**src/rtl/multi_blink_timer.sv**
```systemverilog
// Multi-channel blink timer: per-channel off / solid / blink / one-shot LED modes with tick strobes.
// Optional shared prescaler enabled by defining MULTI_BLINK_PRESCALE_EN.
module multi_blink_timer #(
    parameter int NCH      = 4,
    parameter int W        = 27,
    parameter int PRESCALE = 1000
) (
    input  logic               clk,
    input  logic               rst,
    input  logic [NCH*W-1:0]   period,
    input  logic [2*NCH-1:0]   mode,
    output logic [NCH-1:0]     led,
    output logic [NCH-1:0]     tick
);

    localparam logic [1:0] MODE_OFF   = 2'b00;
    localparam logic [1:0] MODE_SOLID = 2'b01;
    localparam logic [1:0] MODE_BLINK = 2'b10;

    logic adv;

`ifdef MULTI_BLINK_PRESCALE_EN
    localparam int PW = (PRESCALE > 1) ? $clog2(PRESCALE) : 1;

    logic [PW-1:0] pre_reg;

    assign adv = (pre_reg == PW'(PRESCALE - 1));

    always_ff @(posedge clk) begin
        if (rst) begin
            pre_reg <= '0;
        end else if (adv) begin
            pre_reg <= '0;
        end else begin
            pre_reg <= pre_reg + PW'(1);
        end
    end
`else
    assign adv = 1'b1;
`endif

    generate
        for (genvar gi = 0; gi < NCH; gi++) begin : g_ch
            logic [W-1:0] p_val;
            logic [1:0]   m_val;
            logic [W-1:0] cnt_reg, cnt_next;
            logic [1:0]   mode_reg, mode_next;
            logic         done_reg, done_next;
            logic         led_reg, led_next;
            logic         tick_reg, tick_next;

            assign p_val = period[gi*W +: W];
            assign m_val = mode[2*gi +: 2];

            always_comb begin
                cnt_next  = cnt_reg;
                mode_next = mode_reg;
                done_next = done_reg;
                led_next  = led_reg;
                tick_next = 1'b0;
                if (m_val != mode_reg) begin
                    // Mode change wins over any period end on the same cycle.
                    cnt_next  = '0;
                    done_next = 1'b0;
                    led_next  = m_val[0];
                    mode_next = m_val;
                end else begin
                    case (mode_reg)
                        MODE_OFF: begin
                            cnt_next = '0;
                            led_next = 1'b0;
                        end
                        MODE_SOLID: begin
                            cnt_next = '0;
                            led_next = 1'b1;
                        end
                        MODE_BLINK: begin
                            if (adv) begin
                                // >= so a lowered period ends promptly instead of wrapping.
                                if (cnt_reg >= p_val) begin
                                    cnt_next  = '0;
                                    tick_next = 1'b1;
                                    led_next  = ~led_reg;
                                end else begin
                                    cnt_next = cnt_reg + W'(1);
                                end
                            end
                        end
                        default: begin
                            if (done_reg) begin
                                led_next = 1'b0;
                            end else begin
                                led_next = 1'b1;
                                if (adv) begin
                                    if (cnt_reg >= p_val) begin
                                        cnt_next  = '0;
                                        tick_next = 1'b1;
                                        led_next  = 1'b0;
                                        done_next = 1'b1;
                                    end else begin
                                        cnt_next = cnt_reg + W'(1);
                                    end
                                end
                            end
                        end
                    endcase
                end
            end

            always_ff @(posedge clk) begin
                if (rst) begin
                    cnt_reg  <= '0;
                    mode_reg <= MODE_OFF;
                    done_reg <= 1'b0;
                    led_reg  <= 1'b0;
                    tick_reg <= 1'b0;
                end else begin
                    cnt_reg  <= cnt_next;
                    mode_reg <= mode_next;
                    done_reg <= done_next;
                    led_reg  <= led_next;
                    tick_reg <= tick_next;
                end
            end

            assign led[gi]  = led_reg;
            assign tick[gi] = tick_reg;
        end
    endgenerate

endmodule

```
**config.mk**
```make
export PLATFORM = sky130hd
export DESIGN_NAME = multi_blink_timer
export DESIGN_NICKNAME = d
export VERILOG_FILES = /design/src/rtl/multi_blink_timer.sv
export SDC_FILE = /design/constraint.sdc
export NUM_CORES = 1
export LEC_CHECK = 0
export ABC_AREA = 1
export BUFFER_PORTS_ARGS = -buffer_cell sky130_fd_sc_hd__buf_2
export CELL_PAD_IN_SITES_DETAIL_PLACEMENT = 0
export CELL_PAD_IN_SITES_GLOBAL_PLACEMENT = 1
export CORE_ASPECT_RATIO = 1.4
export CORE_MARGIN = 5
export CORE_UTILIZATION = 42
export CTS_CLUSTER_DIAMETER = 100
export DETAILED_ROUTE_END_ITERATION = 16
export PLACE_DENSITY = 0.9
export RECOVER_POWER = 50
export SETUP_SLACK_MARGIN = 0.2
export SLEW_MARGIN = 20
export SYNTH_ARGS = -nofsm -noshare
export SYNTH_HDL_FRONTEND = slang
export SYNTH_SLANG_ARGS = --single-unit
export TNS_END_PERCENT = 5
```
**constraint.sdc**
```tcl
create_clock -name clk -period 2.45 [get_ports clk]
set_input_delay 0.3675 -clock clk [delete_from_list [all_inputs] [get_ports clk]]
set_output_delay 0.3675 -clock clk [all_outputs]
set_load 0.01 [all_outputs]
```
==> impl_results.md <==
* Run status: finished clean
* Largest area contributor in the netlist: dfxtp_1
* Routed wire length at 28,600 um
* Worst vdd ir at 0.474 mV
* Post-Place Setup Slack at 0.293 ns
* Max-cap violation count at 0
* Seq cells post-synth at 128
* Power Total at 0.00497 W
* Final setup fails at 0
* Slew Limit Fails at 0
* Buffers on Ports at 125
* Yosys top cell area share at 24.1%
* CTS max path bufs at 2
* Layout cells sized above 1 at 12.5%
* Residual DRC at 0
* Core Area at 25,200 um2
* CP max stage cell: nor3_2
* First-pass GRT wire length at 47,600 um
* Avg Inst Size Synth at 6.29 um2
* Starting DRC count in detailed routing at 574
* Largest net degree at the start of global routing at 29
* Worst-path fanout max at 6
* Final Cycle Share at 88.8%
* Slew Limit Headroom at 42.1%
* Clk_lat worst skew at 0.42 ns
* Final WS setup at 0.276 ns
* PD cells at 406 nW/um2
* H-tree level count at 4
* Cells after synthesis at 1,693
* Netlist Area Pre-Place at 10,600 um2
* Clk sinks at 128
* Die Ht at 198 um
* Clock skew at 0.00928 ns
* Worst setup EP type: flop
* Routability cong. at 0.897
* Post-synth EDFFs at 0
* Worst EP required at 2.80 ns
* Ys async rst share at 0%
* Synth cell count leaders: 455 x nand2_1, 277 x inv_1, 160 x a21oi_1
* Most used cell, CP: nor3_2
* Synth warn at 0
* Antenna violations before repair at 1
* Vias in the first global route at 10,500
* Post-cts resize count at 0
* Fin util at 48.6%
* Top-count cell post-synth: nand2_1
* Slowest cell delay on critical path at 0.53 ns
* Hold crit path type: in2reg
* Chip width at 145 um
* Initial Util at 42.2%
* Distinct cells, synth at 43
* Via count at 10,900
* TritonCTS Buffers at 17
* Nets at 2,056
* GR Overflow Total at 0
* Top post-synthesis cells by area: dfxtp_1 24%, nand2_1 16%, ha_1 13%, inv_1 9.8%, a21oi_1 7.5%
* Syn_nets at 1,923
* Via/cell ratio at 5.07
* Number of flip-flops under the largest register name at 108
* Root Driver: clkbuf_16
* Pleak at 5.70 nW
* Gr usage total at 20.2%
* Post-DP HPWL at 22,300 um
* Die area at 28,700 um2
* CP cell instances: ha_1 > inv_1 > nor3_2 > nand3b_4 > nor3_2 > and2_1 > o21ai_0 > a21oi_1
* Critical Path Start Type: flop
* Final Hold Violating Endpoints at 0
* Highest Clock Rate at 0.460 GHz
* Tightest Pin Transition at 0.868 ns
* I/O pin count at 126
* Crit path DAT at 2.53 ns
* Post-route ant nets at 0
* Fin crit period at 2.17 ns
* Top FF cell, synth: dfxtp_1
* Critical path class: reg2reg
* RSZ-0062 raised after global routing: true
* Clock-pin slew on the worst setup and hold paths at 0.06 ns
* Setup bufs post-CTS at 0
* CTS tree: built
* Drt pass-1 iters at 5
* Rows at 69
* Diode count at 0
* Register area share after synthesis at 24.1%
* # hold bufs at CTS at 0
* WL per Instance at 13.3 um
* TNS Setup at 0 ns
* Area Growth Syn to Fin at 15.1%
area by class of cell:
cell class / count / area, um2
Clock buffer: 24 / 492
Clock inverter: 6 / 57.6
Fill cell: 2683 / 13000
Inverter: 281 / 1050
Multi-Input combinational cell: 1247 / 6800
Sequential cell: 128 / 2580
Tap cell: 319 / 399
Timing Repair Buffer: 151 / 877
report_power, final:
group          leakage, nW  total (W)  switching [W]  internal [W]
registers             1.04    0.00211      0.0000132       0.00210
logic                 4.39   0.000436       0.000254      0.000182
clock network        0.272    0.00243       0.000944       0.00148
total                 5.70    0.00497        0.00121       0.00376
cells by family (layout without fill, tap and decap cells):
kind of cell | after synthesis | in the layout | share of synthesized area, %
AO/OA/AOI/OAI | 215 | 215 | 11.0
AND/OR/NAND/NOR | 884 | 884 | 36.9
XOR/XNOR | 36 | 36 | 2.96
buffers and inverters | 318 | 462 | 11.9
flip-flops | 128 | 128 | 24.1
adder cells (fa/ha/maj) | 112 | 112 | 13.2
cell usage in the layout (no fill, tap or decap), types with 2 or more instances in the layout:
| cell type | netlist | routed |
|---|---|---|
| a21o_1 | 7 | 7 |
| a21oi_1 | 160 | 160 |
| a21oi_2 | 6 | 6 |
| buf_12 | 0 | 4 |
| buf_2 | 4 | 116 |
| buf_4 | 12 | 21 |
| clkbuf_1 | 16 | 12 |
| clkbuf_16 | 0 | 18 |
| clkbuf_8 | 0 | 4 |
| clkinv_2 | 0 | 4 |
| dfxtp_1 | 128 | 117 |
| dfxtp_2 | 0 | 11 |
| ha_1 | 112 | 112 |
| inv_1 | 277 | 277 |
| inv_2 | 3 | 3 |
| nand2_1 | 455 | 456 |
| nand2_2 | 5 | 4 |
| nand3_1 | 117 | 117 |
| nand3_2 | 7 | 7 |
| nand3b_1 | 26 | 26 |
| nand4_1 | 34 | 34 |
| nor2_1 | 157 | 159 |
| nor2_2 | 9 | 7 |
| nor2_4 | 5 | 5 |
| nor3_1 | 42 | 42 |
| nor3_2 | 2 | 4 |
| nor3b_1 | 2 | 2 |
| nor4_1 | 4 | 4 |
| o21a_1 | 14 | 14 |
| o21ai_0 | 18 | 18 |
| o21ai_1 | 3 | 3 |
| o21bai_1 | 3 | 3 |
| or2_1 | 2 | 2 |
| or2_2 | 11 | 11 |
| xnor2_1 | 15 | 15 |
| xor2_1 | 21 | 21 |
critical path: cells and delay by family (launching register included):
| family | cells | cell delay [ns] |
|---|---|---|
| simple gates | 4 | 1.16 |
| compound gates | 2 | 0.20 |
| flops | 1 | 0.40 |
| buf+inv | 1 | 0.10 |
| fa+ha+maj | 1 | 0.24 |
final timing paths:
path                       from                  end  slack [ns]  cells past startpoint
max          g_ch[2].cnt_reg[1]  g_ch[2].cnt_reg[20]        0.28                      8
min                     mode[2]  g_ch[1].mode_reg[0]        0.19                      3
max reg2reg  g_ch[2].cnt_reg[1]  g_ch[2].cnt_reg[20]        0.28                      8
min reg2reg    g_ch[1].done_reg     g_ch[1].done_reg        0.46                      2
stage by stage:
stage               hold slack, ns  std cells  instance area, um2
floorplan                    0.436       1693               10600
global placement             0.446       2125               11700
detailed placement           0.454       2125               11700
CTS                          0.169       2155               12200
global route                 0.204       2156               12300
finish                       0.191       2156               12300
per-layer routing:
| layer | global-route usage (%) | share of wire [%] |
|---|---|---|
| met4 | 7.95 | 3.2 |
| met5 | 0 | 0.024 |
| met1 | 23.1 | 42 |
| met2 | 37.0 | 51 |
| met3 | 3.32 | 4.4 |
Power figures use the tool's default switching activity.
